File: config.mk
export PLATFORM = sky130hd
export DESIGN_NAME = hazard_stall_ctrl_flat
export DESIGN_NICKNAME = d
export VERILOG_FILES = /design/src/rtl/hazard_stall_ctrl_if.sv /design/src/rtl/hazard_stall_ctrl.sv /design/src/flat_wrapper.sv
export SDC_FILE = /design/constraint.sdc
export NUM_CORES = 1
export LEC_CHECK = 0
export ABC_AREA = 1
export CAP_MARGIN = 25
export CORE_MARGIN = 2
export CORE_UTILIZATION = 50
export DETAILED_ROUTE_END_ITERATION = 12
export GPL_TIMING_DRIVEN = 1
export PLACE_DENSITY = 0.8
export SLEW_MARGIN = 20
export SYNTH_ARGS = -nofsm -noshare
export SYNTH_HDL_FRONTEND = slang
export SYNTH_SLANG_ARGS = --single-unit
File: constraint.sdc
create_clock -name clk -period 2.72 [get_ports clk]
set_input_delay 0.544 -clock clk [delete_from_list [all_inputs] [get_ports clk]]
set_output_delay 0.544 -clock clk [all_outputs]
set_load 0.02 [all_outputs]
File: src/rtl/hazard_stall_ctrl_if.sv
// Stage-control bundle between the hazard controller and the pipeline:
// hazard sources in, per-stage enables and flush/bubble controls out.
interface hazard_stall_ctrl_if;
  logic [6:0] id_opcode;
  logic [4:0] id_rs1;
  logic [4:0] id_rs2;
  logic [4:0] ex_rd;
  logic       ex_is_load;
  logic       ex_reg_write;
  logic       ex_redirect;
  logic       mem_req;
  logic       mem_ready;
  logic       pc_en;
  logic       ifid_en;
  logic       ifid_flush;
  logic       idex_en;
  logic       idex_bubble;
  logic       exmem_en;
  logic       memwb_en;

  modport master (
    output id_opcode, id_rs1, id_rs2,
    output ex_rd, ex_is_load, ex_reg_write, ex_redirect,
    output mem_req, mem_ready,
    input  pc_en, ifid_en, ifid_flush,
    input  idex_en, idex_bubble, exmem_en, memwb_en
  );

  modport slave (
    input  id_opcode, id_rs1, id_rs2,
    input  ex_rd, ex_is_load, ex_reg_write, ex_redirect,
    input  mem_req, mem_ready,
    output pc_en, ifid_en, ifid_flush,
    output idex_en, idex_bubble, exmem_en, memwb_en
  );
endinterface

File: src/rtl/hazard_stall_ctrl.sv
// Pipeline sequencing: load-use stalls, redirect flushes, memory waits,
// plus a saturating stall counter and a sticky memory-timeout flag.
module hazard_stall_ctrl #(
  parameter int CNT_W    = 32,
  parameter int MAX_WAIT = 15
) (
  input  logic               clk,
  input  logic               rst,
  hazard_stall_ctrl_if.slave hif,
  output logic [CNT_W-1:0]   stall_count,
  output logic               mem_timeout,
  output logic [1:0]         state_o
);

  typedef enum logic [1:0] {
    RUN      = 2'b00,
    LU_STALL = 2'b01,
    MEM_WAIT = 2'b10
  } state_t;

  localparam logic [7:0] WAIT_LAST = 8'(MAX_WAIT - 1);

  state_t           state_q, state_d;
  logic [7:0]       wait_q, wait_d;
  logic             mem_timeout_q, mem_timeout_d;
  logic [CNT_W-1:0] stall_count_q, stall_count_d;

  logic rs1_used, rs2_used;
  logic load_use, mem_stall;

  always_comb begin
    rs1_used = 1'b0;
    rs2_used = 1'b0;
    unique case (hif.id_opcode)
      7'b1100111: rs1_used = 1'b1;
      7'b0000011: rs1_used = 1'b1;
      7'b0100011: rs1_used = 1'b1;
      7'b0010011: rs1_used = 1'b1;
      7'b0110011: begin
        rs1_used = 1'b1;
        rs2_used = 1'b1;
      end
      7'b1100011: begin
        rs1_used = 1'b1;
        rs2_used = 1'b1;
      end
      default: ;
    endcase
  end

  assign load_use = hif.ex_is_load & hif.ex_reg_write
                  & (hif.ex_rd != 5'd0)
                  & ((rs1_used & (hif.id_rs1 == hif.ex_rd))
                   | (rs2_used & (hif.id_rs2 == hif.ex_rd)));

  assign mem_stall = hif.mem_req & ~hif.mem_ready;

  always_comb begin
    hif.pc_en       = 1'b1;
    hif.ifid_en     = 1'b1;
    hif.ifid_flush  = 1'b0;
    hif.idex_en     = 1'b1;
    hif.idex_bubble = 1'b0;
    hif.exmem_en    = 1'b1;
    hif.memwb_en    = 1'b1;
    state_d         = RUN;
    if (rst) begin
      hif.pc_en       = 1'b0;
      hif.ifid_flush  = 1'b1;
      hif.idex_bubble = 1'b1;
    end else if (mem_stall) begin
      hif.pc_en    = 1'b0;
      hif.ifid_en  = 1'b0;
      hif.idex_en  = 1'b0;
      hif.exmem_en = 1'b0;
      hif.memwb_en = 1'b0;
      state_d      = MEM_WAIT;
    end else if (hif.ex_redirect) begin
      hif.ifid_flush  = 1'b1;
      hif.idex_bubble = 1'b1;
    end else if (load_use && state_q != LU_STALL) begin
      // MEM_WAIT releasing on mem_ready evaluates like RUN
      hif.pc_en       = 1'b0;
      hif.ifid_en     = 1'b0;
      hif.idex_bubble = 1'b1;
      state_d         = LU_STALL;
    end
  end

  always_comb begin
    wait_d        = 8'd0;
    mem_timeout_d = mem_timeout_q;
    stall_count_d = stall_count_q;
    if (rst) begin
      mem_timeout_d = 1'b0;
      stall_count_d = '0;
    end else begin
      if (state_q == MEM_WAIT && mem_stall) begin
        wait_d = (wait_q == 8'hFF) ? wait_q : wait_q + 8'd1;
        if (wait_q == WAIT_LAST)
          mem_timeout_d = 1'b1;
      end
      if (!hif.pc_en && stall_count_q != '1)
        stall_count_d = stall_count_q + 1'b1;
    end
  end

  always_ff @(posedge clk) begin
    state_q       <= state_d;
    wait_q        <= wait_d;
    mem_timeout_q <= mem_timeout_d;
    stall_count_q <= stall_count_d;
  end

  assign stall_count = stall_count_q;
  assign mem_timeout = mem_timeout_q;
  assign state_o     = state_q;

endmodule
File: src/flat_wrapper.sv
// flat-port wrapper written by rule: the top's interface ports become plain ports
module hazard_stall_ctrl_flat 
#(
  parameter int CNT_W    = 32,
  parameter int MAX_WAIT = 15
)
  (clk, rst, stall_count, mem_timeout, state_o, hif_id_opcode, hif_id_rs1, hif_id_rs2, hif_ex_rd, hif_ex_is_load, hif_ex_reg_write, hif_ex_redirect, hif_mem_req, hif_mem_ready, hif_pc_en, hif_ifid_en, hif_ifid_flush, hif_idex_en, hif_idex_bubble, hif_exmem_en, hif_memwb_en);
  hazard_stall_ctrl_if hif_i ();
  input  logic clk;
  input  logic rst;
  output logic [CNT_W-1:0] stall_count;
  output logic mem_timeout;
  output logic [1:0] state_o;
  input wire logic [$bits(hif_i.id_opcode)-1:0] hif_id_opcode;
  input wire logic [$bits(hif_i.id_rs1)-1:0] hif_id_rs1;
  input wire logic [$bits(hif_i.id_rs2)-1:0] hif_id_rs2;
  input wire logic [$bits(hif_i.ex_rd)-1:0] hif_ex_rd;
  input wire logic [$bits(hif_i.ex_is_load)-1:0] hif_ex_is_load;
  input wire logic [$bits(hif_i.ex_reg_write)-1:0] hif_ex_reg_write;
  input wire logic [$bits(hif_i.ex_redirect)-1:0] hif_ex_redirect;
  input wire logic [$bits(hif_i.mem_req)-1:0] hif_mem_req;
  input wire logic [$bits(hif_i.mem_ready)-1:0] hif_mem_ready;
  output wire logic [$bits(hif_i.pc_en)-1:0] hif_pc_en;
  output wire logic [$bits(hif_i.ifid_en)-1:0] hif_ifid_en;
  output wire logic [$bits(hif_i.ifid_flush)-1:0] hif_ifid_flush;
  output wire logic [$bits(hif_i.idex_en)-1:0] hif_idex_en;
  output wire logic [$bits(hif_i.idex_bubble)-1:0] hif_idex_bubble;
  output wire logic [$bits(hif_i.exmem_en)-1:0] hif_exmem_en;
  output wire logic [$bits(hif_i.memwb_en)-1:0] hif_memwb_en;
  assign hif_i.id_opcode = hif_id_opcode;
  assign hif_i.id_rs1 = hif_id_rs1;
  assign hif_i.id_rs2 = hif_id_rs2;
  assign hif_i.ex_rd = hif_ex_rd;
  assign hif_i.ex_is_load = hif_ex_is_load;
  assign hif_i.ex_reg_write = hif_ex_reg_write;
  assign hif_i.ex_redirect = hif_ex_redirect;
  assign hif_i.mem_req = hif_mem_req;
  assign hif_i.mem_ready = hif_mem_ready;
  assign hif_pc_en = hif_i.pc_en;
  assign hif_ifid_en = hif_i.ifid_en;
  assign hif_ifid_flush = hif_i.ifid_flush;
  assign hif_idex_en = hif_i.idex_en;
  assign hif_idex_bubble = hif_i.idex_bubble;
  assign hif_exmem_en = hif_i.exmem_en;
  assign hif_memwb_en = hif_i.memwb_en;
  hazard_stall_ctrl #(.CNT_W(CNT_W), .MAX_WAIT(MAX_WAIT)) u_core (.clk(clk), .rst(rst), .hif(hif_i), .stall_count(stall_count), .mem_timeout(mem_timeout), .state_o(state_o));
endmodule
# Word-level counts from Yosys, hierarchy flattened
# Cells that the tools add are included.
[word_totals] register_bits=43 latch_bits=0 ramBits=0 mem_bits_ro=0 output_inout_bits=42 elab_cells=58 memories=0
[classes] addsub=2 mul=0 n_div=0 magnitude_cmp=0 n_eq_ne=13 n_shift=0 mux=19 bitwise_logic=9 reduce_logical=10
[ops] cell="$add 32x1->32 const B" count=1
[ops] cell="$ne 32x32->1 const B" count=1
[ops] cell="$mux 1" count=17
[ops] cell="$eq 7x6->1 const B" count=2
[ops] cell="$eq 7x7->1 const B" count=2
[ops] cell="$eq 5x5->1" count=2
[ops] cell="$add 8x1->8 const B" count=1
[ops] cell="$eq 8x4->1 const B" count=1
[ops] cell="$eq 8x8->1 const B" count=1
[ops] cell="$eq 7x2->1 const B" count=1
[ops] cell="$eq 7x5->1 const B" count=1
[ops] cell="$and 1x1->1" count=6
[ops] cell="$reduce_or 6->1" count=1
[ops] cell="$reduce_bool 5->1" count=1
[ops] cell="$mux 2" count=2
[ops] cell="$reduce_or 2->1" count=2
[ops] cell="$logic_and 1x1->1" count=3
[ops] cell="$reduce_or 3->1" count=1
[ops] cell="$eq 2x2->1 const B" count=1
[ops] cell="$ne 2x1->1 const B" count=1
[ops] cell="$not 1->1" count=2
[ops] cell="$reduce_and 2->1" count=1
[ops] cell="$logic_not 1->1" count=1
[ops] cell="$or 1x1->1" count=1

# Longest topological paths before layout
# Gate-level depths: netlist (run 1).
[depth] word_depth=13 depth_mapped=15 depth_no_buf=14

# Worst setup path after synthesis (run 1)
# OpenSTA, ideal clock, no wires.
[synth_timing] path_type="input -> output" startpoint="in hif_id_opcode[5]" endpoint="out hif_pc_en" arrival_time_ns=1.679 setup_slack_ns=0.497 cell_stages=10 path_buffers=1 path_cell_list="inv_1 o21ai_0 nand2_1 nor2_1 nand2_1 nand2_1 nand3_1 nand3_1 clkbuf_1 inv_1"
[synth_between] elab_chain_cells=11 elab_cells_between_ends=19 cone_classes="eq/ne (6); mux (6); bitwise (4); reduce/logical (3)"
[synth_lines] element="start, declared" line="flat_wrapper.sv:14" source="input wire logic [$bits(hif_i.id_opcode)-1:0] hif_id_opcode;"
[synth_lines] element="$eq 7x7->1 (tied with other cells)" line="hazard_stall_ctrl.sv:34" source="unique case (hif.id_opcode)"
[synth_lines] element="$reduce_or 6->1 (no line) or $reduce_or 2->1 (tied branches)"
[synth_lines] element="$mux 1" line="hazard_stall_ctrl.sv:34"
[synth_lines] element="$and 1x1->1 (on tied branches)" line="hazard_stall_ctrl.sv:53, hazard_stall_ctrl.sv:54"
[synth_lines] element="$or 1x1->1 *" line="hazard_stall_ctrl.sv:54" source="| (rs2_used & (hif.id_rs2 == hif.ex_rd)));"
[synth_lines] element="$and 1x1->1 *" line="hazard_stall_ctrl.sv:53" source="& ((rs1_used & (hif.id_rs1 == hif.ex_rd))"
[synth_lines] element="$logic_and 1x1->1 *" line="hazard_stall_ctrl.sv:81" source="end else if (load_use && state_q != LU_STALL) begin"
[synth_lines] element="$mux 1 *" line="hazard_stall_ctrl.sv:81"
[synth_lines] element="$mux 1 *" line="hazard_stall_ctrl.sv:78" source="end else if (hif.ex_redirect) begin"
[synth_lines] element="$mux 1 *" line="hazard_stall_ctrl.sv:71" source="end else if (mem_stall) begin"
[synth_lines] element="$mux 1 *" line="hazard_stall_ctrl.sv:67" source="if (rst) begin"
[synth_lines] element="end, declared" line="flat_wrapper.sv:23" source="output wire logic [$bits(hif_i.pc_en)-1:0] hif_pc_en;"
# Mark *: on every way between the ends. The rest lies on a longest branch, timed or not.

# Worst setup path in the final report (run 1)
[layout_timing] startpoint="in hif_ex_rd[2]" endpoint="out hif_idex_bubble"
[layout_between] elab_chain_cells=9 elab_cells_between_ends=13 cone_classes="eq/ne (2); mux (4); bitwise (5); reduce/logical (2)"
[layout_lines] element="start, declared" line="flat_wrapper.sv:17" source="input wire logic [$bits(hif_i.ex_rd)-1:0] hif_ex_rd;"
[layout_lines] element="$eq 5x5->1 (on tied branches)" line="hazard_stall_ctrl.sv:53, hazard_stall_ctrl.sv:54"
[layout_lines] element="$and 1x1->1 (on tied branches)" line="hazard_stall_ctrl.sv:53, hazard_stall_ctrl.sv:54"
[layout_lines] element="$or 1x1->1" line="hazard_stall_ctrl.sv:54"
[layout_lines] element="$and 1x1->1 *" line="hazard_stall_ctrl.sv:53"
[layout_lines] element="$logic_and 1x1->1 *" line="hazard_stall_ctrl.sv:81"
[layout_lines] element="$mux 1 *" line="hazard_stall_ctrl.sv:81"
[layout_lines] element="$mux 1 *" line="hazard_stall_ctrl.sv:78"
[layout_lines] element="$mux 1 *" line="hazard_stall_ctrl.sv:71"
[layout_lines] element="$mux 1 *" line="hazard_stall_ctrl.sv:67"
[layout_lines] element="end, declared" line="flat_wrapper.sv:27" source="output wire logic [$bits(hif_i.idex_bubble)-1:0] hif_idex_bubble;"
# Marks and branches as above.

==> results of run 1 <==
==> worst paths after layout <==
path | from | endpoint | cells past startpoint | slack (ns)
max | hif_ex_rd[2] | hif_idex_bubble | 12 | 0.16
min | u_core.stall_count[31] | u_core.stall_count[31] | 2 | 0.48
max reg2reg | u_core.stall_count[0] | u_core.stall_count[29] | 12 | 0.45
min reg2reg | u_core.stall_count[31] | u_core.stall_count[31] | 2 | 0.48
==> layer usage <==
metal | routed length [um] | vias up
met1 | 3574 | 1372
met4 | 74 | 0
met5 | 0 | -
met2 | 3482 | 68
li1 | - | 1592
met3 | 322 | 8
==> logic make-up (layout without fill, tap and decap cells) <==
group,after synthesis,count (layout),share of synthesized area (%)
AND/OR/NAND/NOR,266,266,40.27
buffers and inverters,70,141,10.21
AO/OA/AOI/OAI,44,44,9.209
flip-flops,43,43,29.89
XOR/XNOR,30,30,9.122
adder cells (fa/ha/maj),3,3,1.303
==> layout make-up <==
type / count / share of cell area, %
Multi-Input combinational cell: 343 / 46.40
Sequential cell: 43 / 23.05
Timing Repair Buffer: 78 / 20.23
Inverter: 55 / 5.528
Tap cell: 72 / 2.412
Clock buffer: 5 / 1.843
Clock inverter: 3 / 0.5360
==> cell usage after synthesis <==
cell,instances,share of area (%)
nor3_1,12,2.1
buf_6,3,1.2
a31oi_1,2,0.43
nor3_2,1,0.35
nand2_2,3,0.65
ha_1,3,1.3
inv_2,1,0.13
clkbuf_1,9,1.2
a21oi_1,23,4.0
a311oi_1,1,0.30
dfxtp_1,43,30
nand3b_1,3,0.78
nor4_1,3,0.65
buf_4,2,0.52
a211oi_1,2,0.52
buf_2,1,0.17
nor2_2,1,0.22
xor2_1,20,6.1
nand4_1,7,1.5
inv_1,54,7.0
nor2_1,53,6.9
o21ai_0,7,1.2
xnor2_1,10,3.0
nor3b_1,2,0.52
nor2_4,2,0.78
nand2_1,130,17
nand3_2,2,0.70
a21oi_2,9,2.7
nand3_1,47,8.2
==> tightest hold or removal path, delay by kind of cell, from the launching register on <==
| kind | cells | cell delay [ns] |
|---|---|---|
| flip-flops | 1 | 0.33 |
| AND/OR/NAND/NOR | 1 | 0.06 |
| AO/OA/AOI/OAI | 1 | 0.05 |
==> registers in the layout, summed over array words and instances, names as in the netlist <==
register	flops
u_core.mem_timeout	1
u_core.state_o	2
u_core.wait_q	8
u_core.stall_count	32
==> stage by stage <==
step | setup slack, ns | utilization [%] | instance area [sq um] | cells | setup TNS [ns]
after floorplan | 0.4966 | - | 2880 | 456 | 0
after global placement | -0.2095 | 65.76 | 3643 | 591 | -0.5370
after detailed placement | -0.2492 | 65.76 | 3643 | 591 | -1.085
after CTS | 0.01111 | 67.39 | 3734 | 599 | 0
after global routing | 0.05991 | 67.41 | 3735 | 599 | 0
final | 0.1630 | 67.41 | 3735 | 599 | 0
==> what timing repair did <==
| action | CTS | global route |
|---|---|---|
| setup endpoints to repair | 3 | 6 |
| hold buffers | 0 | 0 |
| buffers inserted | 0 | 0 |
| pin swaps | 0 | 1 |
| cloned | 0 | 0 |
| resized for setup | 4 | 13 |
==> where the power goes <==
group          total [W]  internal [W]  leakage, nW  switching [W]
Sequential      0.000640      0.000633        0.347     0.00000703
Clock           0.000409      0.000179       0.0402       0.000230
Combinational   0.000161     0.0000765         1.07      0.0000843
==> metrics, run 1 <==
post-synthesis cell count=about 460; pin count of the biggest net entering global routing=35; detailed placement HPWL=approximately 5900 um; Final setup viols=0; cell repeated most along the worst path=nand2_1; leakage=approximately 1.5 nW; DRC=0; Post-Syn Area per Cell=approximately 6.3 sq um; Vias=approximately 3,000; vias per inst=approximately 5.1; sequential cell area=around 860 sq um; total power=around 0.0012 W; met1 usage=around 33%; Max VDD drop=around 0.00024 V; register area share after synthesis=around 30%; Max Cap Viol=0; Initial Util=51.99%; Max-slew headroom=between 60% and 70%; Worst Setup End Kind=output pin; GPL Wtd Cong=between 0.9 and 1; CP Cell Sequence=clkdlybuf4s50_1, inv_1, nand2_1, nand2_1, inv_1, nand2_1, nor2_1, nand2_1, nand2_1, nand2_1, a31oi_1, clkbuf_2; share of post-route cells with drive strength above 1=7.780%; synth warn=0; Yosys reg bits=43; Final period util=94.01%; Layout Nets=approximately 560; Detail Route Antenna Nets=0; busiest grt layer=met2; status=complete, no violations; Min Hold Slack=a little under 0.5 ns; std cell rows=27; Synth cell types=29; mapped cell area=just under 0.003 sq mm; H-tree levels=2; Tmin final=2.557 ns; first-pass GRT wire length=about 13,000 um; Critical Path AT=about 2 ns; die area=between 0.006 and 0.007 sq mm; fmax=~0.4 GHz; port bufs=70; CTS Buf Count=5; met2 usage=approximately two fifths; WL per Instance=about 12 um; Slowest-stage cell, CP=clkdlybuf4s50_1; final hold vios=0; Startpoint Class=primary input; Bufs and invs on worst path=4; clock tree from TritonCTS=built; fin. max-slew vios=0; vias in the first global route=between 2,000 and 3,000; Hold WC Path Type=reg -> reg; most common cell after layout, fill and taps aside=nand2_1; final wirelength=7454 um; area of the multi-input gates=0.001733 sq mm; clock buffer depth=2; GR Util met3=around 4.2%; total power per unit cell area=roughly 320 mW/mm^2; Die W=79.90 um; GRT Total Usage=approximately a quarter; clk_lat worst skew=about 0.30 ns; Area growth syn-to-layout=29.67%; initial antenna violation count=0; critical path's top delay family=buffers and inverters; Worst EP required=approximately 2.2 ns; Root Driver=clkbuf_8; critical path type=in -> out; syn_nets=488; GRT overflow=0; Worst Max-Slew Pin Slew=~0.56 ns; CP peak stage delay=around 0.5 ns; fill cell count=a little over 500; clock-pin slew on the worst setup and hold paths=about 0.09 ns; TritonCTS sink count=43; DIE HEIGHT=between 70 and 80 um; RSZ-0062 raised after global routing=false; most frequent cells in the layout=nand2_1 (130), clkdlybuf4s50_1 (63), inv_1 (53); drt first pass iters=4; initial DRC count=between 150 and 200; num ports=between 70 and 80; ant diodes=0; Core ar.=roughly 0.0055 sq mm; clock skew=between 0.008 and 0.009 ns; critical path fanouts, max=3
Power figures use the tool's default switching activity.
==> run 2, diff against run 1 <==
--- a/config.mk
+++ b/config.mk
@@ -8,10 +8,11 @@
 export ABC_AREA = 1
 export CAP_MARGIN = 25
 export CORE_MARGIN = 2
-export CORE_UTILIZATION = 50
+export CORE_UTILIZATION = 54
 export DETAILED_ROUTE_END_ITERATION = 12
+export GPL_ROUTABILITY_DRIVEN = 0
 export GPL_TIMING_DRIVEN = 1
-export PLACE_DENSITY = 0.8
+export PLACE_DENSITY = 0.85
 export SLEW_MARGIN = 20
 export SYNTH_ARGS = -nofsm -noshare
 export SYNTH_HDL_FRONTEND = slang
==> constraint.sdc (replaced) <==
create_clock -name clk -period 3 [get_ports clk]
set_input_delay 0.6 -clock clk [delete_from_list [all_inputs] [get_ports clk]]
set_output_delay 0.6 -clock clk [all_outputs]
set_load 0.02 [all_outputs]
==> run 2 against run 1 <==
  * Worst hold slack better by 0.0057 ns
  * Count of clock-buffer cells in the layout stayed put
  * Setup slack better by 0.014 ns
  * Global-route usage is 0.56 points higher
  * Final area rose by 0.74%
  * Combinational power fell by 9.9%
==> metrics, run 2 (same netlist as run 1, synthesis figures left out) <==
share of post-route cells with drive strength above 1=6.286% (-1.5 points); Reg-to-Reg Start=u_core.stall_count[0]; cell repeated most along the worst path=nand2_1; most common cell after layout, fill and taps aside=nand2_1; Initial Util=56.04% (+4.0 points); clock skew=0.003579 ns (-0.004770 ns); Area growth syn-to-layout=30.63%; CP Depth=13 (+1); GRT overflow=0 (unchanged); DIE HEIGHT=77.04 um (-3.6%); Die W=77.04 um (-3.6%); Max Cap Viol=0 (unchanged); ant diodes=0 (unchanged); Worst Reg-to-Reg Cells=11 (-1); post-CTS setup buffers=0 (unchanged); placed cells=587 (-0.68%); Bufs and invs on worst path=5 (+1); clock buffer depth=2 (unchanged); H-tree levels=2 (unchanged); RSZ-0062 raised after global routing=false; final hold vios=0 (unchanged); Core ar.=0.005140 sq mm (-7.2%); fmax=between 0.3 and 0.4 GHz; Layout Nets=556 (-0.36%); critical path type=in -> out; Root Driver=clkbuf_8; Layout Cells excl Fill=595 (-0.67%); GRT Total Usage=25.24% (+0.56 points); Tmin final=between 2 and 3 ns; clock-pin slew on the worst setup and hold paths=0.08 ns (about the same); Hold Path Stages=2 (unchanged); Worst Min Path Start=u_core.stall_count[31]; clock tree from TritonCTS=built; Detail Route Antenna Nets=0 (unchanged); total power=0.001268 W (+4.8%); TritonCTS sink count=43 (unchanged); most frequent cells in the layout=nand2_1 (130), clkdlybuf4s50_1 (67), inv_1 (54); Worst Setup End Kind=output pin; pin count of the biggest net entering global routing=35 (unchanged); Layout Utilization=73.20% (+5.8 points); critical path fanouts, max=4 (+1); setup TNS=0 ns (unchanged); die area=0.005934 sq mm (-7.0%); pre-CTS WS=-0.06340 ns (+0.1858 ns); detailed placement HPWL=5640 um (-4.7%); first-pass GRT wire length=12,410 um (-2.1%); Max-slew headroom=64.78% (+2.1 points); leakage=1.462 nW (+0.22%); final worst slack=0.1767 ns (+0.01366 ns); std cell rows=26 (-3.7%); num ports=71 (unchanged); Final setup viols=0 (unchanged); Worst EP required=2.40 ns (+0.22 ns); Vias=3,142 (+3.4%); WL per Instance=12.46 um (+0.16%); vias per inst=5.281 (+4.1%); CTS Buf Count=5 (unchanged); total power per unit cell area=337.0 mW/mm^2 (+4.0%); fill cell count=453 (-12%); Max VDD drop=0.0002895 V (+22%); Hold WC Path Type=reg -> reg; max FFs per register=32 (unchanged); Final period util=94.11%; clk_lat worst skew=0.30 ns (about the same); initial antenna violation count=0 (unchanged); drt first pass iters=5 (+1); vias in the first global route=2,736 (-3.0%); Critical Path AT=2.22 ns (+0.21 ns); CP Cell Sequence=clkdlybuf4s50_1, inv_1, nand2_1, nand2_1, inv_1, nand2_1, nor2_1, nand2_1, nand2_1, nand3_1, nand3_1, inv_1, dlygate4sd2_1; fin. max-slew vios=0 (unchanged); CP peak stage delay=0.52 ns (about the same); initial DRC count=224 (+29%); port bufs=70 (unchanged); final wirelength=7416 um (-0.51%); Worst Max-Slew Pin Slew=0.5242 ns (-0.03123 ns); timing startpoint of the critical path=hif_ex_rd[0]; Slowest-stage cell, CP=clkdlybuf4s50_1; DRC=0 (unchanged); critical path's top delay family=buffers and inverters; status=complete, no violations; Startpoint Class=primary input
[run 2: cell count changes in the layout (fill, tap and decap cells not counted), moves of 2 or more]
cell	before	now
clkdlybuf4s50_1	63	67
clkbuf_2	3	0
dlymetal6s2s_1	4	1
buf_4	8	6
bufinv_16	0	2
dlygate4sd2_1	0	2
[run 2: worst paths after layout]
path | end | slack, ns
min reg2reg | u_core.stall_count[31] | 0.49
max | hif_pc_en | 0.18
max reg2reg | u_core.stall_count[17] | 0.71
min | u_core.stall_count[31] | 0.49
[run 2: per-stage QoR]
stage	hold WS, ns	cell area (sq um)
after global routing	0.5058	3762
after CTS	0.4892	3760
after global placement	0.4593	3626
after floorplan	0.4556	2880
final	0.4876	3762
after detailed placement	0.4769	3626
[run 2: repair_timing]
item | 4_1_cts | 5_1_grt
resized for setup | 2 | 1
gates cloned | 0 | 0
hold buffers | 0 | 0
endpoints found under the setup margin | 2 | 1
[run 2: cell type report]
type	count	area (sq um)	share of cell area [%]
clock buffer	5	68.82	1.829
sequential	43	860.8	22.88
timing repair buffer	76	745.7	19.82
multi-input combinational	343	1725	45.86
tap	70	87.58	2.328
inverter	55	206.4	5.487
clock inverter	3	67.56	1.796
[run 2: report_power, final]
part | switching, W | total [W] | internal, W
clock network | 0.000211 | 0.000542 | 0.000332
logic | 0.0000755 | 0.000145 | 0.0000694
registers | 0.00000620 | 0.000580 | 0.000574
total | 0.000292 | 0.00127 | 0.000976
[run 2: routing by layer]
layer / share of wire, % / global-route usage, % / up-vias
met3: 6.8 / 4.471 / 12
li1: - / - / 1589
met5: 0 / 0 / -
met1: 44 / 32.94 / 1431
met2: 47 / 42.63 / 110
met4: 1.5 / 7.500 / 0
[run 2: tightest hold or removal path, stage by stage, from the launching register on]
cell	delay [ns]
dfxtp_1	0.33
nand2_1	0.06
a21oi_1	0.05
==> RTL change, RTL diff (settings of run 1) <==
`CNT_W` is set to 32 in 2 places; all go to 28.
--- a/src/rtl/hazard_stall_ctrl.sv
+++ b/src/rtl/hazard_stall_ctrl.sv
@@ -1,7 +1,7 @@
 // Pipeline sequencing: load-use stalls, redirect flushes, memory waits,
 // plus a saturating stall counter and a sticky memory-timeout flag.
 module hazard_stall_ctrl #(
-  parameter int CNT_W    = 32,
+  parameter int CNT_W    = 28,
   parameter int MAX_WAIT = 15
 ) (
   input  logic               clk,
--- a/src/flat_wrapper.sv
+++ b/src/flat_wrapper.sv
@@ -1,7 +1,7 @@
 // flat-port wrapper written by rule: the top's interface ports become plain ports
 module hazard_stall_ctrl_flat 
 #(
-  parameter int CNT_W    = 32,
+  parameter int CNT_W    = 28,
   parameter int MAX_WAIT = 15
 )
   (clk, rst, stall_count, mem_timeout, state_o, hif_id_opcode, hif_id_rs1, hif_id_rs2, hif_ex_rd, hif_ex_is_load, hif_ex_reg_write, hif_ex_redirect, hif_mem_req, hif_mem_ready, hif_pc_en, hif_ifid_en, hif_ifid_flush, hif_idex_en, hif_idex_bubble, hif_exmem_en, hif_memwb_en);
Ports: changed (resized stall_count); port bits go from 71 to 67. No check against the original RTL was run, so the function may have changed too.
==> RTL change against run 1 <==
- synthesized area shrank 3.8%
- routed wire length down 11%
- design area shrank 4.2%
- clock power grew 1%
- setup slack lost 33 ps
- sequential share of layout area down 1.2 points
- largest power group unchanged
- sequential cell count fell by 4
- die area fell by 3.6%
- power fell by 4.2%
==> RTL change: results (changes against run 1) <==
status=finished, final reports clean; drt via density=5.084 (+0.18%); first-pass GRT wire length=11,010 µm (-13%); CP arrival=2050 ps (+40 ps); post-synthesis xor/xnor area fraction=9.169% (+0.046 points); critical path's largest stage delay=450 ps (-60 ps); Overall Global Routing Usage=21.84% (-2.8 points); Critical Path Start=hif_id_opcode[6]; seq pwr=0.581 mW (-9.2%); dpl cells=537 (-9.1%); Clock Latency Late Sink=300 ps (about the same); Clk pwr share=35.6% (+1.8 points); largest net degree at the start of global routing=30 (-14%); filler instances=485 (-6.0%); Worst R2R End=u_core.stall_count[1]; DP Worst Slack=-210.2 ps (+38.93 ps); Post-synth ARST share=0% (unchanged); critical hold path startpoint=u_core.mem_timeout; Final GP Congestion=0.9516 (+2.9%); Avg Cell Area, Syn=6.840 µm² (+8.3%); Yosys cell types=34 (+17%); Mapped Nets=437 (-10%); Synth Area in Adders=1.355% (+0.052 points); top post-synthesis cells by count=nand2_1 (97), inv_1 (52), nor2_1 (42), dfxtp_1 (39); DP HPWL=5127 µm (-13%); Routed WL per cell=12.12 µm (-2.6%); reg2reg setup slack=630 ps (+180 ps); clock period minus worst slack=2590 ps (+33.22 ps); Port Buffers=66 (-5.7%); Clock Tree Root=clkbuf_8; nets@finish=504 (-9.7%); NetSw=0.3212 mW (about the same); length in cells of the worst reg-to-reg path=13 (+1); ranking of synthesized cells by area=dfxtp_1 (28%), nand2_1 (13%), nand3_2 (7.6%); Setup crit end=hif_pc_en; Fin Clk Skew=8.728 ps (+0.3791 ps); 1st-pass router iterations=5 (+1); number of global-route vias before repair=2,586 (-8.3%); max reg flops=28 (-13%); Slew HR=72.55% (+9.9 points); share of layout cells above drive strength 1=14.80% (+7.0 points); total number of vias=2,771 (-8.8%); peak supply drop=0.2077 mV (-13%); Hold Path Sink=u_core.mem_timeout; CP Max Fanout=4 (+1); sequential fraction of the synthesis area=28.18% (-1.7 points); Switching Share=27.71% (+1.2 points); Leakage Power=1.346 nW (-7.8%); Synth Area in Compound Gates=9.711% (+0.50 points); drt initial violations=155 (-11%)
==> RTL change: cell count changes in the layout (fill, tap and decap cells not counted), sizes merged, moves of 2 or more <==
cell / before / now
nand3b: 3 / 1
nor2: 56 / 46
nor4: 3 / 1
nand2: 133 / 109
dfxtp: 43 / 39
a21oi: 32 / 30
nand4: 7 / 9
clkdlybuf4s50: 63 / 59
nand3: 49 / 42
==> RTL change: what timing repair did <==
action / CTS / global route
setup endpoints to repair: 3 / 6
gates resized for setup: 3 / 11
hold endpoints to repair: 0 / 0
pin swaps: 0 / 0
==> RTL change: metal layers <==
layer | routed length, µm | up-vias | global-route usage [%] | part of all wire (%)
met3 | 346 | 14 | 5.057 | 5.2
li1 | - | 1428 | - | -
met1 | 2854 | 1257 | 26.25 | 43
met5 | 0 | - | 0 | 0
met2 | 3290 | 72 | 38.79 | 50
met4 | 115 | 0 | 6.316 | 1.7
==> RTL change: layout make-up <==
type / instances / share of cell area, %
Inverter: 54 / 5.664
Tap cell: 72 / 2.517
Clock buffer: 5 / 1.923
Multi-Input combinational cell: 299 / 47.10
Timing Repair Buffer: 73 / 20.28
Clock inverter: 3 / 0.6993
Sequential cell: 39 / 21.82
==> RTL change: per-stage QoR <==
| step | hold slack [ps] | util (%) | setup TNS (ps) | cell area, µm² |
|---|---|---|---|---|
| CTS | 469.3 | 65.63 | 0 | 3570 |
| global route | 501.5 | 65.79 | 0 | 3578 |
| detailed placement | 444.0 | 63.98 | -586.7 | 3480 |
| global placement | 451.0 | 63.98 | -541.3 | 3480 |
| finish | 465.0 | 65.79 | 0 | 3578 |
| floorplan | 455.2 | - | 0 | 2770 |
==> RTL change: worst max-delay path: cells and delay by family <==
family                 cells  cell delay (ps)
and+or+nand+nor            7              700
buffers and inverters      3              810
